## src/rtl/simple_cpu_hs.sv

```systemverilog
// Multi-cycle memory-to-memory CPU (ADD/NAND/SRL/LT/CP/CPI/BZJ/MUL, optional immediate B).
// Every RAM access is a registered request held stable until mem_ack_i, so any memory latency works.
module simple_cpu_hs #(
    parameter int                ADDR_W  = 10,
    parameter int                FIELD_W = 14,
    parameter int                DATA_W  = 32,
    parameter logic [ADDR_W-1:0] RST_PC  = '0
) (
    input  logic              clk,
    input  logic              rst_n,
    input  logic              run_i,
    output logic              mem_req_o,
    output logic              mem_we_o,
    output logic [ADDR_W-1:0] mem_addr_o,
    output logic [DATA_W-1:0] mem_wdata_o,
    input  logic              mem_ack_i,
    input  logic [DATA_W-1:0] mem_rdata_i,
    output logic              halted_o,
    output logic [ADDR_W-1:0] pc_dbg_o
);
    typedef enum logic [2:0] {FETCH, LDA, LDB, EXEC, IND, WB} state_e;

    localparam logic [2:0] OP_ADD = 3'd0, OP_NAND = 3'd1, OP_SRL = 3'd2, OP_LT  = 3'd3,
                           OP_CP  = 3'd4, OP_CPI  = 3'd5, OP_BZJ = 3'd6, OP_MUL = 3'd7;
    localparam logic [DATA_W-1:0] SH_SPLIT = DATA_W'(32);

    state_e              state_q, state_d;
    logic [ADDR_W-1:0]   pc_q, pc_d, a_q, a_d, wba_q, wba_d, addr_q, addr_d;
    logic [FIELD_W-1:0]  b_q, b_d;
    logic [2:0]          op_q, op_d;
    logic                i_q, i_d, req_q, req_d, we_q, we_d, halted_q, halted_d;
    logic [DATA_W-1:0]   ra_q, ra_d, rb_q, rb_d, res_q, res_d, wdata_q, wdata_d;
    logic [DATA_W-1:0]   imm, y;
    logic                ack;

    always_comb begin
        state_d  = state_q;
        pc_d     = pc_q;
        op_d     = op_q;
        i_d      = i_q;
        a_d      = a_q;
        b_d      = b_q;
        ra_d     = ra_q;
        rb_d     = rb_q;
        res_d    = res_q;
        wba_d    = wba_q;
        req_d    = req_q;
        we_d     = we_q;
        addr_d   = addr_q;
        wdata_d  = wdata_q;
        ack      = req_q && mem_ack_i;
        imm      = {{(DATA_W-FIELD_W){1'b0}}, b_q};
        y        = i_q ? imm : rb_q;
        if (ack) req_d = 1'b0;

        case (state_q)
            FETCH: begin
                if (ack) begin
                    op_d    = mem_rdata_i[2*FIELD_W+3:2*FIELD_W+1];
                    i_d     = mem_rdata_i[2*FIELD_W];
                    a_d     = mem_rdata_i[FIELD_W+ADDR_W-1:FIELD_W];
                    b_d     = mem_rdata_i[FIELD_W-1:0];
                    pc_d    = pc_q + ADDR_W'(1);
                    state_d = LDA;
                end else if (!req_q && run_i) begin
                    req_d  = 1'b1;
                    we_d   = 1'b0;
                    addr_d = pc_q;
                end
            end
            LDA: begin
                if (ack) begin
                    ra_d    = mem_rdata_i;
                    state_d = (!i_q || op_q == OP_CPI) ? LDB : EXEC;
                end else if (!req_q) begin
                    req_d  = 1'b1;
                    we_d   = 1'b0;
                    addr_d = a_q;
                end
            end
            LDB: begin
                if (ack) begin
                    rb_d    = mem_rdata_i;
                    state_d = EXEC;
                end else if (!req_q) begin
                    req_d  = 1'b1;
                    we_d   = 1'b0;
                    addr_d = b_q[ADDR_W-1:0];
                end
            end
            EXEC: begin
                state_d = WB;
                wba_d   = a_q;
                case (op_q)
                    OP_ADD:  res_d = ra_q + y;
                    OP_NAND: res_d = ~(ra_q & y);
                    OP_SRL:  res_d = (y < SH_SPLIT) ? (ra_q >> y) : (ra_q << (y - SH_SPLIT));
                    OP_LT:   res_d = {{(DATA_W-1){1'b0}}, (ra_q < y)};
                    OP_CP:   res_d = y;
                    OP_MUL:  res_d = ra_q * y;
                    OP_CPI: begin
                        // i=0 needs one more read (*(*B)); i=1 writes through the pointer in rA
                        if (!i_q) begin
                            state_d = IND;
                        end else begin
                            wba_d = ra_q[ADDR_W-1:0];
                            res_d = rb_q;
                        end
                    end
                    OP_BZJ: begin
                        state_d = FETCH;
                        if (i_q)             pc_d = ra_q[ADDR_W-1:0] + b_q[ADDR_W-1:0];
                        else if (rb_q == '0) pc_d = ra_q[ADDR_W-1:0];
                    end
                    default: state_d = FETCH;
                endcase
            end
            IND: begin
                if (ack) begin
                    res_d   = mem_rdata_i;
                    wba_d   = a_q;
                    state_d = WB;
                end else if (!req_q) begin
                    req_d  = 1'b1;
                    we_d   = 1'b0;
                    addr_d = rb_q[ADDR_W-1:0];
                end
            end
            WB: begin
                if (ack) begin
                    state_d = FETCH;
                end else if (!req_q) begin
                    req_d   = 1'b1;
                    we_d    = 1'b1;
                    addr_d  = wba_q;
                    wdata_d = res_q;
                end
            end
            default: state_d = FETCH;
        endcase

        halted_d = (state_d == FETCH) && !req_d && !run_i;
    end

    always_ff @(posedge clk or negedge rst_n) begin
        if (!rst_n) begin
            state_q  <= FETCH;
            pc_q     <= RST_PC;
            op_q     <= '0;
            i_q      <= 1'b0;
            a_q      <= '0;
            b_q      <= '0;
            ra_q     <= '0;
            rb_q     <= '0;
            res_q    <= '0;
            wba_q    <= '0;
            req_q    <= 1'b0;
            we_q     <= 1'b0;
            addr_q   <= '0;
            wdata_q  <= '0;
            halted_q <= 1'b1;
        end else begin
            state_q  <= state_d;
            pc_q     <= pc_d;
            op_q     <= op_d;
            i_q      <= i_d;
            a_q      <= a_d;
            b_q      <= b_d;
            ra_q     <= ra_d;
            rb_q     <= rb_d;
            res_q    <= res_d;
            wba_q    <= wba_d;
            req_q    <= req_d;
            we_q     <= we_d;
            addr_q   <= addr_d;
            wdata_q  <= wdata_d;
            halted_q <= halted_d;
        end
    end

    assign mem_req_o   = req_q;
    assign mem_we_o    = we_q;
    assign mem_addr_o  = addr_q;
    assign mem_wdata_o = wdata_q;
    assign halted_o    = halted_q;
    assign pc_dbg_o    = pc_q;

endmodule

```

## config.mk

```make
export PLATFORM = sky130hd
export DESIGN_NAME = simple_cpu_hs
export DESIGN_NICKNAME = d
export VERILOG_FILES = /design/src/rtl/simple_cpu_hs.sv
export SDC_FILE = /design/constraint.sdc
export NUM_CORES = 2
export LEC_CHECK = 0
export ABC_AREA = 1
export BUFFER_PORTS_ARGS = -buffer_cell sky130_fd_sc_hd__buf_2
export CORE_MARGIN = 2
export CORE_UTILIZATION = 25
export CTS_CLUSTER_SIZE = 12
export DETAILED_ROUTE_END_ITERATION = 10
export SETUP_SLACK_MARGIN = 0.1
export SLEW_MARGIN = 20
export SYNTH_ARGS = -nofsm -noshare
export SYNTH_HDL_FRONTEND = slang
export SYNTH_SLANG_ARGS = --single-unit
```

## constraint.sdc

```tcl
create_clock -name clk -period 11.7 [get_ports clk]
set_clock_uncertainty 0.15 [all_clocks]
set_input_delay 2.34 -clock clk [delete_from_list [all_inputs] [get_ports clk]]
set_output_delay 2.34 -clock clk [all_outputs]
set_load 0.01 [all_outputs]
```

==> flow_metrics.env <==
export IMPL_run_status="completed"
export IMPL_postLayoutCoreUtil=0.2737
export IMPL_setup_total_negative_slack_ns=0
export IMPL_clockRootBuffer="sky130_fd_sc_hd__clkbuf_16"
export IMPL_slew_headroom=0.2280
export IMPL_tritoncts="done"
export IMPL_period_minus_slack_ns=9.457
export IMPL_area_growth_pct=8.844
export IMPL_grt_util_met2=0.3496
export IMPL_layout_commonest_cell="sky130_fd_sc_hd__nand2_1"
export IMPL_fmaxAchievable_mhz=105.7
export IMPL_numCtsBuffers=17
export IMPL_post_cts_resized=0
export IMPL_hold_buffers=0
export IMPL_synth_seq_cells=192
export IMPL_post_drt_via_cell_ratio=5.194
export IMPL_worstPathArrival_ns=9.67
export IMPL_ios=91
export IMPL_critical_path_sink_type="register"
export IMPL_dieHeight_um=367.2
export IMPL_grt_antenna_before_repair=6
export IMPL_timing_critical_path_slowest_stage_cell="sky130_fd_sc_hd__dfrtp_2"
export IMPL_cp_buffers_inverters=9
export IMPL_timing_hold_worst_endpoint="mem_wdata_o[5]"
export IMPL_layout_common_cells="sky130_fd_sc_hd__nand2_1, sky130_fd_sc_hd__inv_1, sky130_fd_sc_hd__nor2_1"
export IMPL_hp_class="register to register"
export IMPL_io_buffers=90
export IMPL_wirelength_um=157600
export IMPL_regToRegEndpoint="res_q[29]"
export IMPL_clk_path_buf_depth=2
export IMPL_setup_violations=0
export IMPL_die_area_um2=134800
export IMPL_via_count=33110
export IMPL_global_route_usage_total=0.2289
export IMPL_post_synth_instance_area_um2=32980
export IMPL_syn_inst=4645
export IMPL_grt_pass1_vias=32640
export IMPL_ff_latch_area_um2=4807
export IMPL_initial_core_util=0.2515
export IMPL_post_cts_repair_setup_buffers=0
export IMPL_crit_path_max_fanout=32
export IMPL_worst_stage_delay_on_the_critical_path_ns=0.75
export IMPL_r2r_cell_count=36
export IMPL_min_period_over_period=0.8083
export IMPL_total_number_of_nets_in_the_final_design=5260
export IMPL_fp_row_count=133
export IMPL_synth_area_per_cell_um2=7.100
export IMPL_cts_htree_levels=4
export IMPL_drv_cap=0
export IMPL_hold_start="mem_wdata_o[5]"
export IMPL_nFillCells=14740
export IMPL_hold_path_cell_count=2
export IMPL_drc_errors=0
export IMPL_worstReg2RegStart="i_q"
export IMPL_fraction_of_final_layout_cells_sized_beyond_drive_strength_1=0.07426
export IMPL_worst_ep_required_time_ns=11.91
export IMPL_final_max_slew_viol_count=0
export IMPL_avgRoutedWirePerCell_um=24.71
export IMPL_clk_insertion_delay_late_ns=0.47
export IMPL_postSynth_asyncResetShare=1.000
export IMPL_drtAntennaViolNets=0
export IMPL_grt_remaining_overflow=0
export IMPL_grt_first_pass_wirelength_um=227800
export IMPL_cp_top_family="adder cells"
export IMPL_gp_congestion=1.056
export IMPL_synth_seq_area_share=0.1457
export IMPL_rsz0062_at_grt="false"
export IMPL_dominantRegCellSynth="sky130_fd_sc_hd__dfrtp_1"
export IMPL_drt_iter0_markers=4179
export IMPL_cts_sinks=192
export IMPL_syn_nets=5299
export IMPL_timing_hold_violations_final=0
export IMPL_grt_met1_usage=0.3066
export IMPL_drt_pre_antenna_iters=6
export IMPL_crit_path_frequent_cell="sky130_fd_sc_hd__nand2_1"
export IMPL_core_area_um2=131100
export IMPL_multi_input_area_um2=24310
export IMPL_timing_reg2reg_setup_slack_ns=2.24
export IMPL_grt_busiest_layer="met2"
export IMPL_worstSetupStartpointType="register"
export IMPL_die_width_um=367.2
export IMPL_timing_worst_setup_path_type="register to register"
export IMPL_clkTransAtPathRegs_ns=0.09
export IMPL_grt_max_degree=128
export IMPL_synth_cell_types=63
export IMPL_tightest_slew_ns=1.158
export IMPL_gr_usage_met3=0.04305
export IMPL_ys_warnings_count=0
export IMPL_synth_edff_count=0
export IMPL_dp_final_hpwl_um=124500
==> cells in the mapped netlist (all sizes together) (42+ instances only) <==
cell,number,share of area
nand4,42,0.0082
nand3,185,0.028
nand2,1107,0.13
dfrtp,191,0.14
inv,766,0.087
nor2,583,0.070
xor2,56,0.015
ha,208,0.079
buf,84,0.014
a21oi,210,0.032
fa,410,0.25
clkbuf,146,0.017
o21ai,365,0.056
==> through the flow <==
step	instance area, um^2	cells	hold slack [ns]	setup slack [ns]
2_1_floorplan	32980	4645	0.2950	3.432
3_3_place_gp	35310	6342	0.3153	2.545
3_5_place_dp	35310	6342	0.3185	2.474
4_1_cts	35880	6374	0.3359	2.451
5_1_grt	35890	6374	0.3648	1.841
6_report	35900	6375	0.3342	2.243
==> kinds of logic (layout without fill, tap and decap cells) <==
group           Yosys count  in the layout  synth area share
other cells               0              1                 0
simple gates           1977           1977            0.2482
xor+xnor                 86             86           0.02284
buf+inv                1008            982            0.1191
fa+ha+maj               618            618            0.3278
mux                      36             36           0.01222
flops                   192            192            0.1457
compound gates          728            728            0.1241
==> tightest hold or removal path: cells and delay by family, from the launching register on <==
kind / cells / cell delay (ns)
AND/OR/NAND/NOR: 1 / 0.05
AO/OA/AOI/OAI: 1 / 0.06
flip-flops: 1 / 0.34
==> final cells by class <==
| class | count | share of cell area |
|---|---|---|
| clock buffer | 17 | 0.01185 |
| clock inverter | 15 | 0.004148 |
| multi-input combinational | 3445 | 0.6773 |
| sequential | 192 | 0.1339 |
| antenna | 1 | 0.00006971 |
| tap | 1755 | 0.06117 |
| timing repair buffer | 172 | 0.02998 |
| inverter | 778 | 0.08160 |
==> sequential cells by signal (all words and copies together), names as in the netlist, 3 cells and up <==
name,flops
a_q,10
mem_addr_o,10
rb_q,32
pc_dbg_o,10
op_q,3
mem_wdata_o,32
b_q,14
ra_q,32
state_q,3
wba_q,10
res_q,32
==> how the worst max path moves through the flow <==
stage	from	endpoint	slack (ns)	cells past startpoint
after floorplan	i_q	res_q[29]	3.43	41
final	i_q	res_q[29]	2.24	36
after detailed placement	i_q	res_q[29]	2.47	36
after CTS	i_q	res_q[29]	2.45	37
after global placement	i_q	res_q[27]	2.54	33
after global routing	i_q	res_q[29]	1.84	37
==> routing by layer <==
metal / wire length [um] / vias to the layer above / part of all wire
li1: - / 14430 / -
met1: 63880 / 16170 / 0.41
met2: 67500 / 2084 / 0.43
met3: 16370 / 424 / 0.10
met4: 9763 / 8 / 0.062
met5: 53 / - / 0.00034
Power is left out: the tool's default activity adds up to more than one toggle a clock period on the data nets, which glitch-free logic cannot reach.
